File: src/rtl/spi_slave_bridge.sv
// SPI mode-0 target that turns 8-bit command + DATA_W-bit data frames into local register-bus
// read/write strobes; every SPI input is oversampled in the FCLK_CLK0 domain.
module spi_slave_bridge #(
    parameter int ADDR_W      = 7,
    parameter int DATA_W      = 32,
    parameter int SYNC_STAGES = 2
) (
    input  logic              FCLK_CLK0,
    input  logic              RST,
    input  logic              i_sclk,
    input  logic              i_mosi,
    input  logic              i_cs_n,
    output logic              o_miso,
    output logic              o_miso_oe,
    output logic              o_wr_en,
    output logic              o_rd_en,
    output logic [ADDR_W-1:0] o_addr,
    output logic [DATA_W-1:0] o_wdata,
    input  logic [DATA_W-1:0] i_rdata,
    output logic              o_frame_done,
    output logic              o_frame_err
);

    localparam int CNT_MAX = (DATA_W > 8) ? DATA_W : 8;
    localparam int CNT_W   = $clog2(CNT_MAX + 1);

    typedef enum logic [1:0] {IDLE, CMD, DATA, WAIT_CS} state_e;

    logic [SYNC_STAGES-1:0] sclk_sync_q, mosi_sync_q, cs_sync_q;
    logic                   sclk_last_q, mosi_last_q, cs_last_q;

    // NOTE: the cs_n chain resets low, so a frame already in flight when RST drops never
    // shows a falling edge and is ignored until cs_n goes high and falls again.
    always_ff @(posedge FCLK_CLK0 or posedge RST) begin
        if (RST) begin
            sclk_sync_q <= '0;
            mosi_sync_q <= '0;
            cs_sync_q   <= '0;
            sclk_last_q <= 1'b0;
            mosi_last_q <= 1'b0;
            cs_last_q   <= 1'b0;
        end else begin
            sclk_sync_q <= {sclk_sync_q[SYNC_STAGES-2:0], i_sclk};
            mosi_sync_q <= {mosi_sync_q[SYNC_STAGES-2:0], i_mosi};
            cs_sync_q   <= {cs_sync_q[SYNC_STAGES-2:0], i_cs_n};
            sclk_last_q <= sclk_sync_q[SYNC_STAGES-1];
            mosi_last_q <= mosi_sync_q[SYNC_STAGES-1];
            cs_last_q   <= cs_sync_q[SYNC_STAGES-1];
        end
    end

    logic sclk_rise, sclk_fall, cs_rise, cs_fall;
    assign sclk_rise = sclk_sync_q[SYNC_STAGES-1] & ~sclk_last_q;
    assign sclk_fall = ~sclk_sync_q[SYNC_STAGES-1] & sclk_last_q;
    assign cs_rise   = cs_sync_q[SYNC_STAGES-1] & ~cs_last_q;
    assign cs_fall   = ~cs_sync_q[SYNC_STAGES-1] & cs_last_q;

    state_e             state_q;
    logic [CNT_W-1:0]   bit_cnt_q;
    logic [6:0]         cmd_sr_q;
    logic [DATA_W-2:0]  rx_sr_q;
    logic [DATA_W-1:0]  tx_sr_q;
    logic               write_q;
    logic               rd_cap_q;
    logic [ADDR_W-1:0]  addr_q;
    logic [DATA_W-1:0]  wdata_q;
    logic               wr_en_q, rd_en_q, miso_q, miso_oe_q, done_q, err_q;

    logic [7:0]        cmd_d;
    logic [DATA_W-1:0] rx_d;
    logic [CNT_W-1:0]  bit_cnt_d;
    assign cmd_d     = {cmd_sr_q, mosi_last_q};
    assign rx_d      = {rx_sr_q, mosi_last_q};
    assign bit_cnt_d = (bit_cnt_q == CNT_W'(CNT_MAX)) ? bit_cnt_q : bit_cnt_q + 1'b1;

    always_ff @(posedge FCLK_CLK0 or posedge RST) begin
        if (RST) begin
            state_q   <= IDLE;
            bit_cnt_q <= '0;
            cmd_sr_q  <= '0;
            rx_sr_q   <= '0;
            tx_sr_q   <= '0;
            write_q   <= 1'b0;
            rd_cap_q  <= 1'b0;
            addr_q    <= '0;
            wdata_q   <= '0;
            wr_en_q   <= 1'b0;
            rd_en_q   <= 1'b0;
            miso_q    <= 1'b0;
            miso_oe_q <= 1'b0;
            done_q    <= 1'b0;
            err_q     <= 1'b0;
        end else begin
            // NOTE: strobes default low here so every path below yields a single-cycle pulse.
            wr_en_q  <= 1'b0;
            rd_en_q  <= 1'b0;
            done_q   <= 1'b0;
            err_q    <= 1'b0;
            rd_cap_q <= rd_en_q;

            case (state_q)
                IDLE: begin
                    miso_q    <= 1'b0;
                    miso_oe_q <= 1'b0;
                    if (cs_fall) begin
                        state_q   <= CMD;
                        bit_cnt_q <= '0;
                        miso_oe_q <= 1'b1;
                    end
                end
                CMD: begin
                    miso_q <= 1'b0;
                    if (cs_rise) begin
                        state_q   <= IDLE;
                        err_q     <= 1'b1;
                        miso_oe_q <= 1'b0;
                    end else if (sclk_rise) begin
                        cmd_sr_q <= cmd_d[6:0];
                        if (bit_cnt_q == CNT_W'(7)) begin
                            addr_q    <= cmd_d[ADDR_W-1:0];
                            write_q   <= cmd_d[7];
                            rd_en_q   <= ~cmd_d[7];
                            bit_cnt_q <= '0;
                            state_q   <= DATA;
                        end else begin
                            bit_cnt_q <= bit_cnt_d;
                        end
                    end
                end
                DATA: begin
                    if (cs_rise) begin
                        state_q   <= IDLE;
                        err_q     <= 1'b1;
                        miso_q    <= 1'b0;
                        miso_oe_q <= 1'b0;
                    end else begin
                        if (sclk_fall && !write_q) begin
                            miso_q  <= tx_sr_q[DATA_W-1];
                            tx_sr_q <= tx_sr_q << 1;
                        end
                        if (sclk_rise) begin
                            bit_cnt_q <= bit_cnt_d;
                            if (write_q) rx_sr_q <= rx_d[DATA_W-2:0];
                            if (bit_cnt_q == CNT_W'(DATA_W - 1)) begin
                                state_q <= WAIT_CS;
                                if (write_q) begin
                                    wdata_q <= rx_d;
                                    wr_en_q <= 1'b1;
                                end
                            end
                        end
                    end
                end
                WAIT_CS: begin
                    miso_q <= 1'b0;
                    if (cs_rise) begin
                        state_q   <= IDLE;
                        done_q    <= 1'b1;
                        miso_oe_q <= 1'b0;
                    end
                end
                default: state_q <= IDLE;
            endcase

            // Read data lands one cycle after the strobe; it wins over a coincident shift.
            if (rd_cap_q) tx_sr_q <= i_rdata;
        end
    end

    assign o_miso       = miso_q;
    assign o_miso_oe    = miso_oe_q;
    assign o_wr_en      = wr_en_q;
    assign o_rd_en      = rd_en_q;
    assign o_addr       = addr_q;
    assign o_wdata      = wdata_q;
    assign o_frame_done = done_q;
    assign o_frame_err  = err_q;

endmodule

File: config.mk
export PLATFORM = sky130hd
export DESIGN_NAME = spi_slave_bridge
export DESIGN_NICKNAME = d
export VERILOG_FILES = /design/src/rtl/spi_slave_bridge.sv
export SDC_FILE = /design/constraint.sdc
export NUM_CORES = 1
export LEC_CHECK = 0
export BUFFER_PORTS_ARGS = -buffer_cell sky130_fd_sc_hd__buf_2
export CELL_PAD_IN_SITES_DETAIL_PLACEMENT = 1
export CELL_PAD_IN_SITES_GLOBAL_PLACEMENT = 2
export CORE_MARGIN = 2
export CORE_UTILIZATION = 39
export DETAILED_ROUTE_END_ITERATION = 6
export PLACE_DENSITY_LB_ADDON = 0.1
export SLEW_MARGIN = 40
export SYNTH_ARGS = -nofsm -noshare
export SYNTH_HDL_FRONTEND = slang
export SYNTH_SLANG_ARGS = --single-unit
File: constraint.sdc
create_clock -name FCLK_CLK0 -period 5.1 [get_ports FCLK_CLK0]
set_input_delay 1.02 -clock FCLK_CLK0 [delete_from_list [all_inputs] [get_ports FCLK_CLK0]]
set_output_delay 1.02 -clock FCLK_CLK0 [all_outputs]
set_load 0.005 [all_outputs]
Word-level counts from Yosys, hierarchy flattened

Cells that the tools add are included.

Register bits after elaboration: 134
Latch bits: 0
Bits in writable memories: 0
Memory bits (read-only): 0
Input bits: 37
Word-level logic and storage cells: 106
Memories kept: 0

$add $sub $neg: 1
Multipliers: 0
Div/mod/pow operators: 0
Magnitude comparators: 0
Equal/unequal tests: 19
Shifts and indexed selects: 0
Muxes and demuxes: 39
Bitwise operators: 10
Reductions and logical operators: 16

Operators with widths:

| operator                                                                | number |
|---|---|
| 32-bit 2-to-1 mux                                                       | 4 |
| 6-bit 2-to-1 mux                                                        | 7 |
| 6-bit one-hot mux with 3 select lines                                   | 1 |
| 1-bit 2-to-1 mux                                                        | 16 |
| 2-bit 2-to-1 mux                                                        | 8 |
| 3-bit inequality test, second input constant                            | 5 |
| 2-bit inequality test, second input constant                            | 6 |
| 6-bit AND reduction                                                     | 2 |
| 2-bit one-hot mux with 4 select lines                                   | 1 |
| 4-bit AND reduction                                                     | 2 |
| 6-bit by 1-bit adder with 6-bit output, second input constant           | 1 |
| 6-bit by 3-bit equality test with 1-bit output, second input constant   | 1 |
| 6-bit by 5-bit equality test with 1-bit output, second input constant   | 1 |
| 6-bit equality test, second input constant                              | 1 |
| 1-bit NOT                                                               | 6 |
| 3-bit AND reduction                                                     | 2 |
| 3-bit OR reduction                                                      | 2 |
| 5-bit AND reduction                                                     | 1 |
| 1-bit AND                                                               | 4 |
| 2-bit equality test, second input constant                              | 2 |
| 2-bit by 1-bit inequality test with 1-bit output, second input constant | 2 |
| 1-bit one-hot mux with 2 select lines                                   | 2 |
| 2-bit nonzero test                                                      | 2 |
| 3-bit nonzero test                                                      | 1 |
| 5 further kinds                                                         | 5 |

Depth between registers and ports, before layout

Depth after elaboration: 7
Mapped depth: 8
Mapped depth without buffers: 7

Worst setup path before layout

OpenSTA, ideal clock, no wires.

Path type: reg-to-reg
From: register state_q[0]
To: register bit_cnt_q[0]
Data arrival time: 1.860 ns
Setup slack: 3.115 ns
Stages on the path, launching flop included: 9
Path buffers: 1
Clock period less this slack: 1.985 ns
Path through: dfrtp_1 > inv_1 > ha_1 > buf_4 > nor2_1 > a2111oi_1 > a41o_1 > o31ai_1 > mux2_2

Word-level cells in the longest chain between the ends: 3
Elaborated cells between the ends (all ways): 11

Ends and longest elaborated chain:

| what                                                                         | RTL line | text |
|---|---|---|
| start: declaration                                                           | 58       | `state_e state_q;` |
| start signal: assignment                                                     | 78       | `state_q <= IDLE;` |
| start signal: assignment                                                     | 106      | `state_q <= CMD;` |
| start signal: assignment                                                     | 114      | `state_q <= IDLE;` |
| 2-bit by 1-bit equality test with 1-bit output, or another cell as far along | 101      | `case (state_q)` |
| 2-bit inequality test (no source line) or 3-bit nonzero test (tied branches) | --       |  |
| 6-bit AND reduction (no source line)                                         | --       |  |
| end signal: assignment                                                       | 126      | `bit_cnt_q <= bit_cnt_d;` |
| end signal: assignment                                                       | 142      | `bit_cnt_q <= bit_cnt_d;` |
| end: declaration                                                             | 59       | `logic [CNT_W-1:0] bit_cnt_q;` |

Parallel ways exist; a longest one is shown, timed or not.
A chain may end at the register's enable or synchronous reset.

Worst setup path in the final report

From: register state_q[0]
To: register wdata_q[25], in the netlist o_wdata[25]

Word-level cells in the longest chain between the ends: 2

Ends and longest elaborated chain:

| what                                 | RTL line | text |
|---|---|---|
| 2-bit equality test                  | 101      |  |
| 5-bit AND reduction (no source line) | --       |  |
| end signal: assignment               | 147      | `wdata_q <= rx_d;` |
| end: declaration                     | 66       | `logic [DATA_W-1:0] wdata_q;` |

No other way between the ends.

==> flow_summary.toml <==
[status]
status = "completed"

[logic_synthesis]
yosysWarnings = 0
synth_commonest_cells = "134 x dfrtp_1, 50 x mux2_2, 39 x nand2_1, 39 x o21ai_0, 31 x mux2i_1"
netlist_area_sq_um = 5615
seq_area_frac_synth_pct = 59.71
synth_most_common_cell = "dfrtp_1"
yosys.area.top_type = "dfrtp_1"
avgSynthCellArea_sq_um = 13.56
async_flop_share_pct = 100.0
ys_ff_latch = 134
synthDistinctLibCells = 39
syn-num-nets = 459
synth.area.top_cells = "dfrtp_1 60%, mux2_2 10%, mux2_4 7.8%"
synth_edf_count = 0
synth.top_cell.area_share_pct = 59.71
syn_inst = 414
synth_ff_type = "dfrtp_1"

[global_route]
grt_overflow = 0
grt_pass1_vias = 3650
grt_max_degree = 93
grt_pass1_wl_mm = 18.55
grt.total_usage_pct = 16.06
antenna_found_initial = 0

[clock_network]
ctsResizeCount = 0
path_clk_slew_ps = 60
worstSkewPairLatency_ps = 410
cts_sinks = 134
cts.hold.buffers_added = 0
cts_made_buffers = 17
cts_htree_levels = 4
cts.path.max_buffers = 2
post-cts-setup-buffer-count = 0
cts_tree = "yes"
cts_root_buf = "clkbuf_16"

[critical_path]
r2r_start = "state_q[0]"
crit_type = "flip-flop to flip-flop"
cp-end-kind = "flip-flop"
worstPathRequired_ps = 5390
startpoint_type = "flip-flop"
critPathMaxFanout = 33
regToRegSetupSlack_ps = 2180
worstRegToRegCells = 5
cp.arrival_ps = 3220
rr_endpoint = "o_wdata[25]"

[drt]
ant_nets = 0
dr.pass1.iters = 4
drt_wl_total_mm = 11.44
top_layer = "met4"
dr_wl_met2_mm = 5.477
first_iter_violations = 103
wl_per_cell_um = 16.58
wl_met3_um = 512
vias = 3421
via_per_inst = 4.958
wl_met1_mm = 5.293
drc_errors = 0

[placement]
placed_area_sq_um = 6170
hpwl_mm = 7.441
place_ws_ps = 2149
port_buffers = 81
gp_congestion = 0.8019
dp.cells = 658

[sta]
tightest_slew_ps = 633.9
rsz0062_at_grt = "no"
fmax_mhz = 342.1
report.final.slew_viol_count = 0
period_needed_ps = 2923
final.setup.tns_ps = 0
setup_viol = 0
period_share_pct = 57.32
hold_ws_ps = 348.4
worst_slack_ps = 2177
hold_violations = 0
relSlewSlack_pct = 57.74
clock_skew_ps = 8.341

[power_and_ir_drop]
powerDensity_nw_per_um2 = 394.8
power.total_mw = 2.673
max-vdd-ir-drop_mv = 0.2763
p_leak_nw = 3.534

[flow_run]
maxCapViolations = 0

[min_path]
hold_path_class = "flip-flop to flip-flop"
hold_start = "sclk_sync_q[0]"
hold-path-cell-count = 0
min_to = "sclk_sync_q[1]"

[final_layout]
final_area_sq_um = 6771
drive_gt1_share_pct = 38.82
antennaDiodeCount = 0
filler_cell_count = 1455
nets = 542
layout.cells.non_filler = 690
areaGrowthSynthToFinish_pct = 20.59
final_core_util_pct = 48.41

[die]
fp.dieH_um = 124.0
core_area_sq_um = 13990
start_util_pct = 40.14
die_area_sq_um = 15370
pin_count = 82
die_w_um = 124.0
num_rows = 43
power by group:
part	switching, mW	internal, mW	leakage [nW]
Sequential	0.0453	1.12	1.67
Clock	0.458	0.778	0.281
Combinational	0.155	0.116	1.58
worst max path at each step:
stage / startpoint / end / cells past startpoint
after floorplan: RST / bit_cnt_q[0] / 1
after global placement: state_q[0] / o_wdata[23] / 5
after detailed placement: state_q[0] / o_wdata[6] / 5
after CTS: state_q[0] / o_wdata[25] / 5
after global routing: state_q[0] / o_wdata[22] / 5
final: state_q[0] / o_wdata[25] / 5
worst max-delay path: stages, from the launching register on:
cell and delay (ps):
dfrtp_1 410, inv_1 160, ha_1 430, nand4_4 560, or3_4 840, mux2_4 380
placed cells by master (no fill, tap or decap), types with 2 or more instances in the layout:
master	instances
a211oi_1	2
a21oi_1	4
a22o_1	4
and3_1	4
buf_2	81
buf_4	3
bufinv_16	3
clkbuf_16	17
clkinv_2	4
clkinvlp_4	5
dfrtp_1	134
ha_1	8
inv_1	9
mux2_2	50
mux2_4	29
mux2i_1	31
nand2_1	39
nand2b_1	2
nand3_1	5
nor2_1	8
nor2b_1	4
nor3_1	2
o21a_1	2
o21ai_0	39
state kept, by name, indices dropped and copies added, names as in the netlist, 2 cells and up:
name / flops
tx_sr_q: 32
sclk_sync_q: 2
state_q: 2
cmd_sr_q: 7
mosi_sync_q: 2
bit_cnt_q: 6
o_addr: 7
cs_sync_q: 2
rx_sr_q: 31
o_wdata: 32
cell families (layout without fill, tap and decap cells):
logic type / Yosys count / in the layout / share of synthesized area [%]
buf+inv: 30 / 126 / 2.607
compound gates: 60 / 60 / 6.328
simple gates: 72 / 72 / 6.261
fa+ha+maj: 8 / 8 / 1.783
mux: 110 / 110 / 23.31
flops: 134 / 134 / 59.71
metal layers:
metal,vias to the layer above,track usage [%]
met2,62,25.72
met5,-,0
met1,1720,20.89
met3,13,4.670
li1,1626,-
met4,0,5.688
layout make-up:
class | instances | area (sq um) | share of cell area [%]
inverters | 10 | 45.04 | 0.6652
clock buffers | 19 | 442.9 | 6.541
well taps | 180 | 225.2 | 3.326
flip-flops and latches | 134 | 3353 | 49.52
multi-input cells | 250 | 2121 | 31.32
repair buffers | 84 | 427.9 | 6.319
clock inverters | 13 | 156.4 | 2.310
No activity file was read; power rests on OpenSTA's default activity.
